**src/rtl/ysyx_22050550_divider_pkg.sv**
```systemverilog
// Shared constants and state encoding for the EXU radix-2 restoring divider.
package ysyx_22050550_divider_pkg;

    localparam int DIV_XLEN = 64;
    localparam int DIV_WLEN = 32;

    typedef enum logic [1:0] {
        ST_IDLE = 2'd0,
        ST_BUSY = 2'd1,
        ST_DONE = 2'd2
    } div_state_e;

    // Sign-extend a W-width value to the full register width.
    function automatic logic [DIV_XLEN-1:0] sext_w(input logic [DIV_WLEN-1:0] v);
        return {{(DIV_XLEN-DIV_WLEN){v[DIV_WLEN-1]}}, v};
    endfunction

endpackage

```
**src/rtl/ysyx_22050550_div_step.sv**
```systemverilog
// One restoring-division step: shift the next dividend bit into the partial
// remainder, subtract the divisor when it fits, and shift the quotient bit in.
module ysyx_22050550_div_step #(
    parameter int W = 64
) (
    input  logic [W:0]   rem,
    input  logic [W-1:0] quo,
    input  logic [W-1:0] dsr,
    output logic [W:0]   rem_next,
    output logic [W-1:0] quo_next
);

    logic [W+1:0] rem_shift_s;
    logic [W+1:0] diff_s;
    logic         ge_s;
    logic         unused_top_s;

    assign rem_shift_s  = {rem, quo[W-1]};
    assign diff_s       = rem_shift_s - {2'b00, dsr};
    assign ge_s         = rem_shift_s >= {2'b00, dsr};
    assign rem_next     = ge_s ? diff_s[W:0] : rem_shift_s[W:0];
    assign quo_next     = {quo[W-2:0], ge_s};
    // The remainder never exceeds the divisor, so the top bit is always zero.
    assign unused_top_s = diff_s[W+1] ^ rem_shift_s[W+1];

endmodule

```
**src/rtl/ysyx_22050550_divider.sv**
```systemverilog
// Iterative radix-2 restoring divider for RV64M DIV/REM families, including
// the W variants; quotient and remainder are produced together.
module ysyx_22050550_divider
    import ysyx_22050550_divider_pkg::*;
#(
    parameter int XLEN = DIV_XLEN
) (
    input  logic            clock,
    input  logic            reset,
    input  logic            io_Exu_DivValid,
    input  logic            io_Exu_Flush,
    input  logic            io_Exu_Divw,
    input  logic            io_Exu_DivSigned,
    input  logic [XLEN-1:0] io_Exu_Dividend,
    input  logic [XLEN-1:0] io_Exu_Divisor,
    output logic            io_Exu_DivReady,
    output logic            io_Exu_OutValid,
    output logic [XLEN-1:0] io_Exu_Quotient,
    output logic [XLEN-1:0] io_Exu_Remainder
);

    localparam int CNT_W = $clog2(XLEN) + 1;

    div_state_e        state_r, state_nxt_s;
    logic [CNT_W-1:0]  cnt_r;
    logic [XLEN:0]     rem_r;
    logic [XLEN-1:0]   quo_r;
    logic [XLEN-1:0]   dsr_r;
    logic              divw_r, q_neg_r, r_neg_r;
    logic [XLEN-1:0]   quotient_r, remainder_r;

    logic              accept_s;
    logic [XLEN-1:0]   dividend_ext_s, divisor_ext_s;
    logic              dividend_neg_s, divisor_neg_s;
    logic [XLEN-1:0]   dividend_mag_s, divisor_mag_s;
    logic [XLEN-1:0]   dividend_res_s;
    logic              div_zero_s, overflow_s, special_s;
    logic [XLEN-1:0]   spec_quo_s, spec_rem_s;
    logic [XLEN:0]     rem_nxt_s;
    logic [XLEN-1:0]   quo_nxt_s;
    logic [XLEN-1:0]   q_mag_s, q_sgn_s, r_sgn_s;
    logic [XLEN-1:0]   quo_fin_s, rem_fin_s;

    assign accept_s = (state_r == ST_IDLE) && io_Exu_DivValid && !io_Exu_Flush;

    // W operands use only the low half, extended according to signedness.
    assign dividend_ext_s = io_Exu_Divw
        ? (io_Exu_DivSigned ? sext_w(io_Exu_Dividend[DIV_WLEN-1:0])
                            : {{(XLEN-DIV_WLEN){1'b0}}, io_Exu_Dividend[DIV_WLEN-1:0]})
        : io_Exu_Dividend;
    assign divisor_ext_s = io_Exu_Divw
        ? (io_Exu_DivSigned ? sext_w(io_Exu_Divisor[DIV_WLEN-1:0])
                            : {{(XLEN-DIV_WLEN){1'b0}}, io_Exu_Divisor[DIV_WLEN-1:0]})
        : io_Exu_Divisor;

    assign dividend_neg_s = io_Exu_DivSigned & dividend_ext_s[XLEN-1];
    assign divisor_neg_s  = io_Exu_DivSigned & divisor_ext_s[XLEN-1];
    assign dividend_mag_s = dividend_neg_s ? -dividend_ext_s : dividend_ext_s;
    assign divisor_mag_s  = divisor_neg_s  ? -divisor_ext_s  : divisor_ext_s;

    assign dividend_res_s = io_Exu_Divw ? sext_w(io_Exu_Dividend[DIV_WLEN-1:0]) : io_Exu_Dividend;
    assign div_zero_s     = (divisor_ext_s == {XLEN{1'b0}});
    assign overflow_s     = io_Exu_DivSigned && (io_Exu_Divw
        ? ((io_Exu_Dividend[DIV_WLEN-1:0] == 32'h8000_0000) &&
           (io_Exu_Divisor[DIV_WLEN-1:0]  == 32'hFFFF_FFFF))
        : ((io_Exu_Dividend == {1'b1, {(XLEN-1){1'b0}}}) &&
           (io_Exu_Divisor  == {XLEN{1'b1}})));
    assign special_s      = div_zero_s || overflow_s;
    assign spec_quo_s     = div_zero_s ? {XLEN{1'b1}} : dividend_res_s;
    assign spec_rem_s     = div_zero_s ? dividend_res_s : {XLEN{1'b0}};

    ysyx_22050550_div_step #(
        .W (XLEN)
    ) u_step (
        .rem      (rem_r),
        .quo      (quo_r),
        .dsr      (dsr_r),
        .rem_next (rem_nxt_s),
        .quo_next (quo_nxt_s)
    );

    // Final step result, sign-corrected and W-extended, ready for DONE entry.
    assign q_mag_s   = divw_r ? {{(XLEN-DIV_WLEN){1'b0}}, quo_nxt_s[DIV_WLEN-1:0]} : quo_nxt_s;
    assign q_sgn_s   = q_neg_r ? -q_mag_s : q_mag_s;
    assign r_sgn_s   = r_neg_r ? -rem_nxt_s[XLEN-1:0] : rem_nxt_s[XLEN-1:0];
    assign quo_fin_s = divw_r ? sext_w(q_sgn_s[DIV_WLEN-1:0]) : q_sgn_s;
    assign rem_fin_s = divw_r ? sext_w(r_sgn_s[DIV_WLEN-1:0]) : r_sgn_s;

    // State register.
    always_ff @(posedge clock or posedge reset) begin
        if (reset) begin
            state_r <= ST_IDLE;
        end else begin
            state_r <= state_nxt_s;
        end
    end

    // Next-state logic; special cases skip the iteration entirely.
    always_comb begin
        state_nxt_s = state_r;
        case (state_r)
            ST_IDLE: begin
                if (accept_s) begin
                    if (special_s) begin
                        state_nxt_s = ST_DONE;
                    end else begin
                        state_nxt_s = ST_BUSY;
                    end
                end else begin
                    state_nxt_s = ST_IDLE;
                end
            end
            ST_BUSY: begin
                if (io_Exu_Flush) begin
                    state_nxt_s = ST_IDLE;
                end else if (cnt_r == CNT_W'(1)) begin
                    state_nxt_s = ST_DONE;
                end else begin
                    state_nxt_s = ST_BUSY;
                end
            end
            ST_DONE: state_nxt_s = ST_IDLE;
            default: state_nxt_s = ST_IDLE;
        endcase
    end

    // Operand latches, iteration registers and result registers.
    always_ff @(posedge clock or posedge reset) begin
        if (reset) begin
            cnt_r       <= {CNT_W{1'b0}};
            rem_r       <= {(XLEN+1){1'b0}};
            quo_r       <= {XLEN{1'b0}};
            dsr_r       <= {XLEN{1'b0}};
            divw_r      <= 1'b0;
            q_neg_r     <= 1'b0;
            r_neg_r     <= 1'b0;
            quotient_r  <= {XLEN{1'b0}};
            remainder_r <= {XLEN{1'b0}};
        end else begin
            case (state_r)
                ST_IDLE: begin
                    if (accept_s) begin
                        divw_r  <= io_Exu_Divw;
                        q_neg_r <= dividend_neg_s ^ divisor_neg_s;
                        r_neg_r <= dividend_neg_s;
                        cnt_r   <= io_Exu_Divw ? CNT_W'(DIV_WLEN) : CNT_W'(XLEN);
                        rem_r   <= {(XLEN+1){1'b0}};
                        // W magnitudes sit in the top half so the MSB-first shift sees them first.
                        quo_r   <= io_Exu_Divw
                            ? {dividend_mag_s[DIV_WLEN-1:0], {(XLEN-DIV_WLEN){1'b0}}}
                            : dividend_mag_s;
                        dsr_r   <= divisor_mag_s;
                        if (special_s) begin
                            quotient_r  <= spec_quo_s;
                            remainder_r <= spec_rem_s;
                        end
                    end
                end
                ST_BUSY: begin
                    if (io_Exu_Flush) begin
                        cnt_r <= {CNT_W{1'b0}};
                    end else begin
                        rem_r <= rem_nxt_s;
                        quo_r <= quo_nxt_s;
                        cnt_r <= cnt_r - CNT_W'(1);
                        if (cnt_r == CNT_W'(1)) begin
                            quotient_r  <= quo_fin_s;
                            remainder_r <= rem_fin_s;
                        end
                    end
                end
                default: begin
                end
            endcase
        end
    end

    assign io_Exu_DivReady  = (state_r == ST_IDLE);
    assign io_Exu_OutValid  = (state_r == ST_DONE) && !io_Exu_Flush;
    assign io_Exu_Quotient  = quotient_r;
    assign io_Exu_Remainder = remainder_r;

endmodule

```
**config.mk**
```make
export PLATFORM = sky130hd
export DESIGN_NAME = ysyx_22050550_divider
export DESIGN_NICKNAME = d
export VERILOG_FILES = /design/src/rtl/ysyx_22050550_divider_pkg.sv /design/src/rtl/ysyx_22050550_div_step.sv /design/src/rtl/ysyx_22050550_divider.sv
export SDC_FILE = /design/constraint.sdc
export NUM_CORES = 2
export LEC_CHECK = 0
export CORE_UTILIZATION = 55
export CTS_CLUSTER_SIZE = 30
export DETAILED_ROUTE_END_ITERATION = 7
export GPL_TIMING_DRIVEN = 0
export PLACE_DENSITY = 0.77
export RECOVER_POWER = 50
export SLEW_MARGIN = 20
export SYNTH_ARGS = -nofsm -noshare
export SYNTH_HDL_FRONTEND = slang
export SYNTH_SLANG_ARGS = --single-unit
```
**constraint.sdc**
```tcl
create_clock -name clock -period 14.7 [get_ports clock]
set_input_delay 2.94 -clock clock [delete_from_list [all_inputs] [get_ports clock]]
set_output_delay 2.94 -clock clock [all_outputs]
set_load 0.1 [all_outputs]
```
==> impl_metrics.env <==
export IMPL_rr_endpoint="io_Exu_Remainder[50]"
export IMPL_setup_viol=0
export IMPL_dieHeight_um=229
export IMPL_drv_cap=3
export IMPL_rows=82
export IMPL_fin_cells=4771
export IMPL_core_area_mm2=0.0504
export IMPL_critical_path_class="in -> async"
export IMPL_synthArstFlopShare=1.00
export IMPL_finClkSkew_ns=0.0147
export IMPL_firstDrtPassIters=7
export IMPL_ctsHoldBuffers=0
export IMPL_tightest_slew_ns=5.66
export IMPL_timing_rr_start="rem_r[29]"
export IMPL_synth_fp_nets=3969
export IMPL_layout_drive_gt1_share=0.0442
export IMPL_gp_congestion=1.15
export IMPL_tritoncts="yes"
export IMPL_grt_pass1_wl_um=194000
export IMPL_cts_resized=0
export IMPL_whs_path_depth=2
export IMPL_antenna_found_initial=6
export IMPL_ios=264
export IMPL_dpl_cell_count=4698
export IMPL_grt_remaining_overflow=0
export IMPL_die_x_um=229
export IMPL_nets=4273
export IMPL_drt_iter0_drc=5617
export IMPL_clk_latency_ns=0.58
export IMPL_violations="capacitance limit, slew limit"
export IMPL_via_per_inst=7.11
export IMPL_cts_sinks=333
export IMPL_drc=0
export IMPL_yosys_cell_types_count=99
export IMPL_min_period_over_period=0.675
export IMPL_wl_met2_um=52800
export IMPL_syn_avg_cell_area_um2=7.51
export IMPL_path_max_fanout=101
export IMPL_status="finished, violations left"
export IMPL_grt_pass1_vias=30688
export IMPL_synth_top_area_cell="dfrtp_1"
export IMPL_yosysWarningCount=0
export IMPL_cts_root_buffer="clkbuf_16"
export IMPL_slew_viol_final=240
export IMPL_fillers=4541
export IMPL_arrival_ns=9.23
export IMPL_synthCells=3763
export IMPL_hpwl_um=108000
export IMPL_syn_cell_area_mm2=0.0282
export IMPL_dr_wl_met3_um=23000
export IMPL_port_buffers=257
export IMPL_grt_start_max_net_pins=102
export IMPL_initial_core_util=0.561
export IMPL_htree_levels=2
export IMPL_yosysTopAreaCellShare=0.295
export IMPL_yosys_top_cells_area="dfrtp_1 (30%), o21ai_0 (6.8%), nand2_1 (6.5%)"
export IMPL_drt_total_wl_um=135000
export IMPL_fin_crit_ns=9.92
export IMPL_syn2layout_area_growth_pct=17.0
export IMPL_slew_headroom=-2.78
export IMPL_rsz0062_at_grt="false"
export IMPL_ys_seq_area_frac=0.295
export IMPL_utilization=0.656
export IMPL_hold_ws_ns=0.462
export IMPL_max_freq_mhz=101
export IMPL_reg2reg_slack_ns=6.04
export IMPL_antenna_violating_nets_post_route=0
export IMPL_worst_r2r_path_depth=26
export IMPL_top_layer_used="met5"
export IMPL_clkTransAtPathRegs_ns=0.06
export IMPL_ys_ff_latch=333
export IMPL_hold_class="reg -> reg"
export IMPL_vias=33940
export IMPL_synth_edff_count=0
export IMPL_start_kind="primary input"
export IMPL_numCtsBuffers=39
export IMPL_min_from="io_Exu_Quotient[10]"
export IMPL_wl_met1_um=51200
export IMPL_wire_per_inst_um=28.3
export IMPL_hold_violations=0
export IMPL_post_cts_buffers=0
export IMPL_hold_end="io_Exu_Quotient[10]"
export IMPL_synth_most_common_cell="nand2_1"
export IMPL_synthFlopType="dfrtp_1"
export IMPL_end_kind="asynchronous set/reset pin"
export IMPL_required_ns=14.00
export IMPL_synth_commonest_cells="nand2_1 (486), nor2_1 (412), o21ai_0 (383)"
export IMPL_dieArea_mm2=0.0523
export IMPL_cts_buffer_depth=3
export IMPL_track_usage=0.497
## logic make-up after synthesis
family,count (synthesis),synth area share
AND/OR/NAND/NOR,1413,0.235
flip-flops,333,0.295
AO/OA/AOI/OAI,1278,0.291
buffers and inverters,367,0.0507
adder cells (fa/ha/maj),72,0.0322
multiplexers,51,0.0183
XOR/XNOR,249,0.0772
## sequential cells by signal, summed over array words and instances (netlist names), 2 cells and up
signal            flops
quo_r                64
io_Exu_Quotient      64
dsr_r                64
state_r               2
rem_r                65
cnt_r                 7
io_Exu_Remainder     64
## final cells by class
type                            instances  area, um^2  share of cell area
Buffer                                254        1010              0.0305
Timing Repair Buffer                  263        2620              0.0794
Antenna cell                            4        10.0            0.000303
Sequential cell                       333        8330               0.252
Inverter                              113         425              0.0129
Multi-Input combinational cell       3063       18500               0.560
Clock inverter                         15         129             0.00390
Tap cell                              672         841              0.0254
Clock buffer                           54        1160              0.0353
## critical path, stage by stage
cell and delay (ns):
dlygate4sd3_1 0.54, clkinvlp_2 1.49, clkbuf_1 4.02
## how the worst max path moves through the flow
stage | start | to | slack, ns | cells past startpoint
final | reset | io_Exu_Quotient[50] | 4.78 | 3
after global placement | reset | dsr_r[25] | -1.95 | 2
after CTS | io_Exu_Flush | io_Exu_OutValid | 6.51 | 3
after detailed placement | io_Exu_Divisor[18] | io_Exu_Remainder[54] | 6.39 | 15
after floorplan | reset | cnt_r[0] | 2.54 | 1
after global routing | reset | io_Exu_Quotient[62] | 3.65 | 3
## per-layer routing
layer  GRT usage  vias up
met5           0        -
met4       0.230        7
met3       0.210      538
met2       0.688     2989
met1       0.663    15989
li1            -    14417
## stage by stage
step	worst slack [ns]	TNS, ns	area (um^2)
floorplan	2.54	0	28200
global placement	-1.95	-630.29	31700
detailed placement	6.39	0	31800
CTS	6.51	0	33100
global route	3.65	0	33000
finish	4.78	0	33000
## layout by cell type (no fill, tap or decap), types with 41 or more instances in the layout
master	count
nor3_1	101
inv_1	109
o21ai_0	383
nor4_1	53
nand3_1	67
dfrtp_1	333
ha_1	71
clkbuf_16	41
a211oi_1	53
xnor2_1	140
o31ai_1	53
clkbuf_1	206
clkdlybuf4s50_1	193
a31oi_1	48
nor2_1	412
a21oi_1	312
mux2i_1	45
dlygate4sd3_1	64
nand4_1	66
o211ai_1	51
xor2_1	109
buf_2	41
nand2_1	486
Power is left out: the tool's default activity adds up to more than one toggle a clock period on the data nets, which glitch-free logic cannot reach.
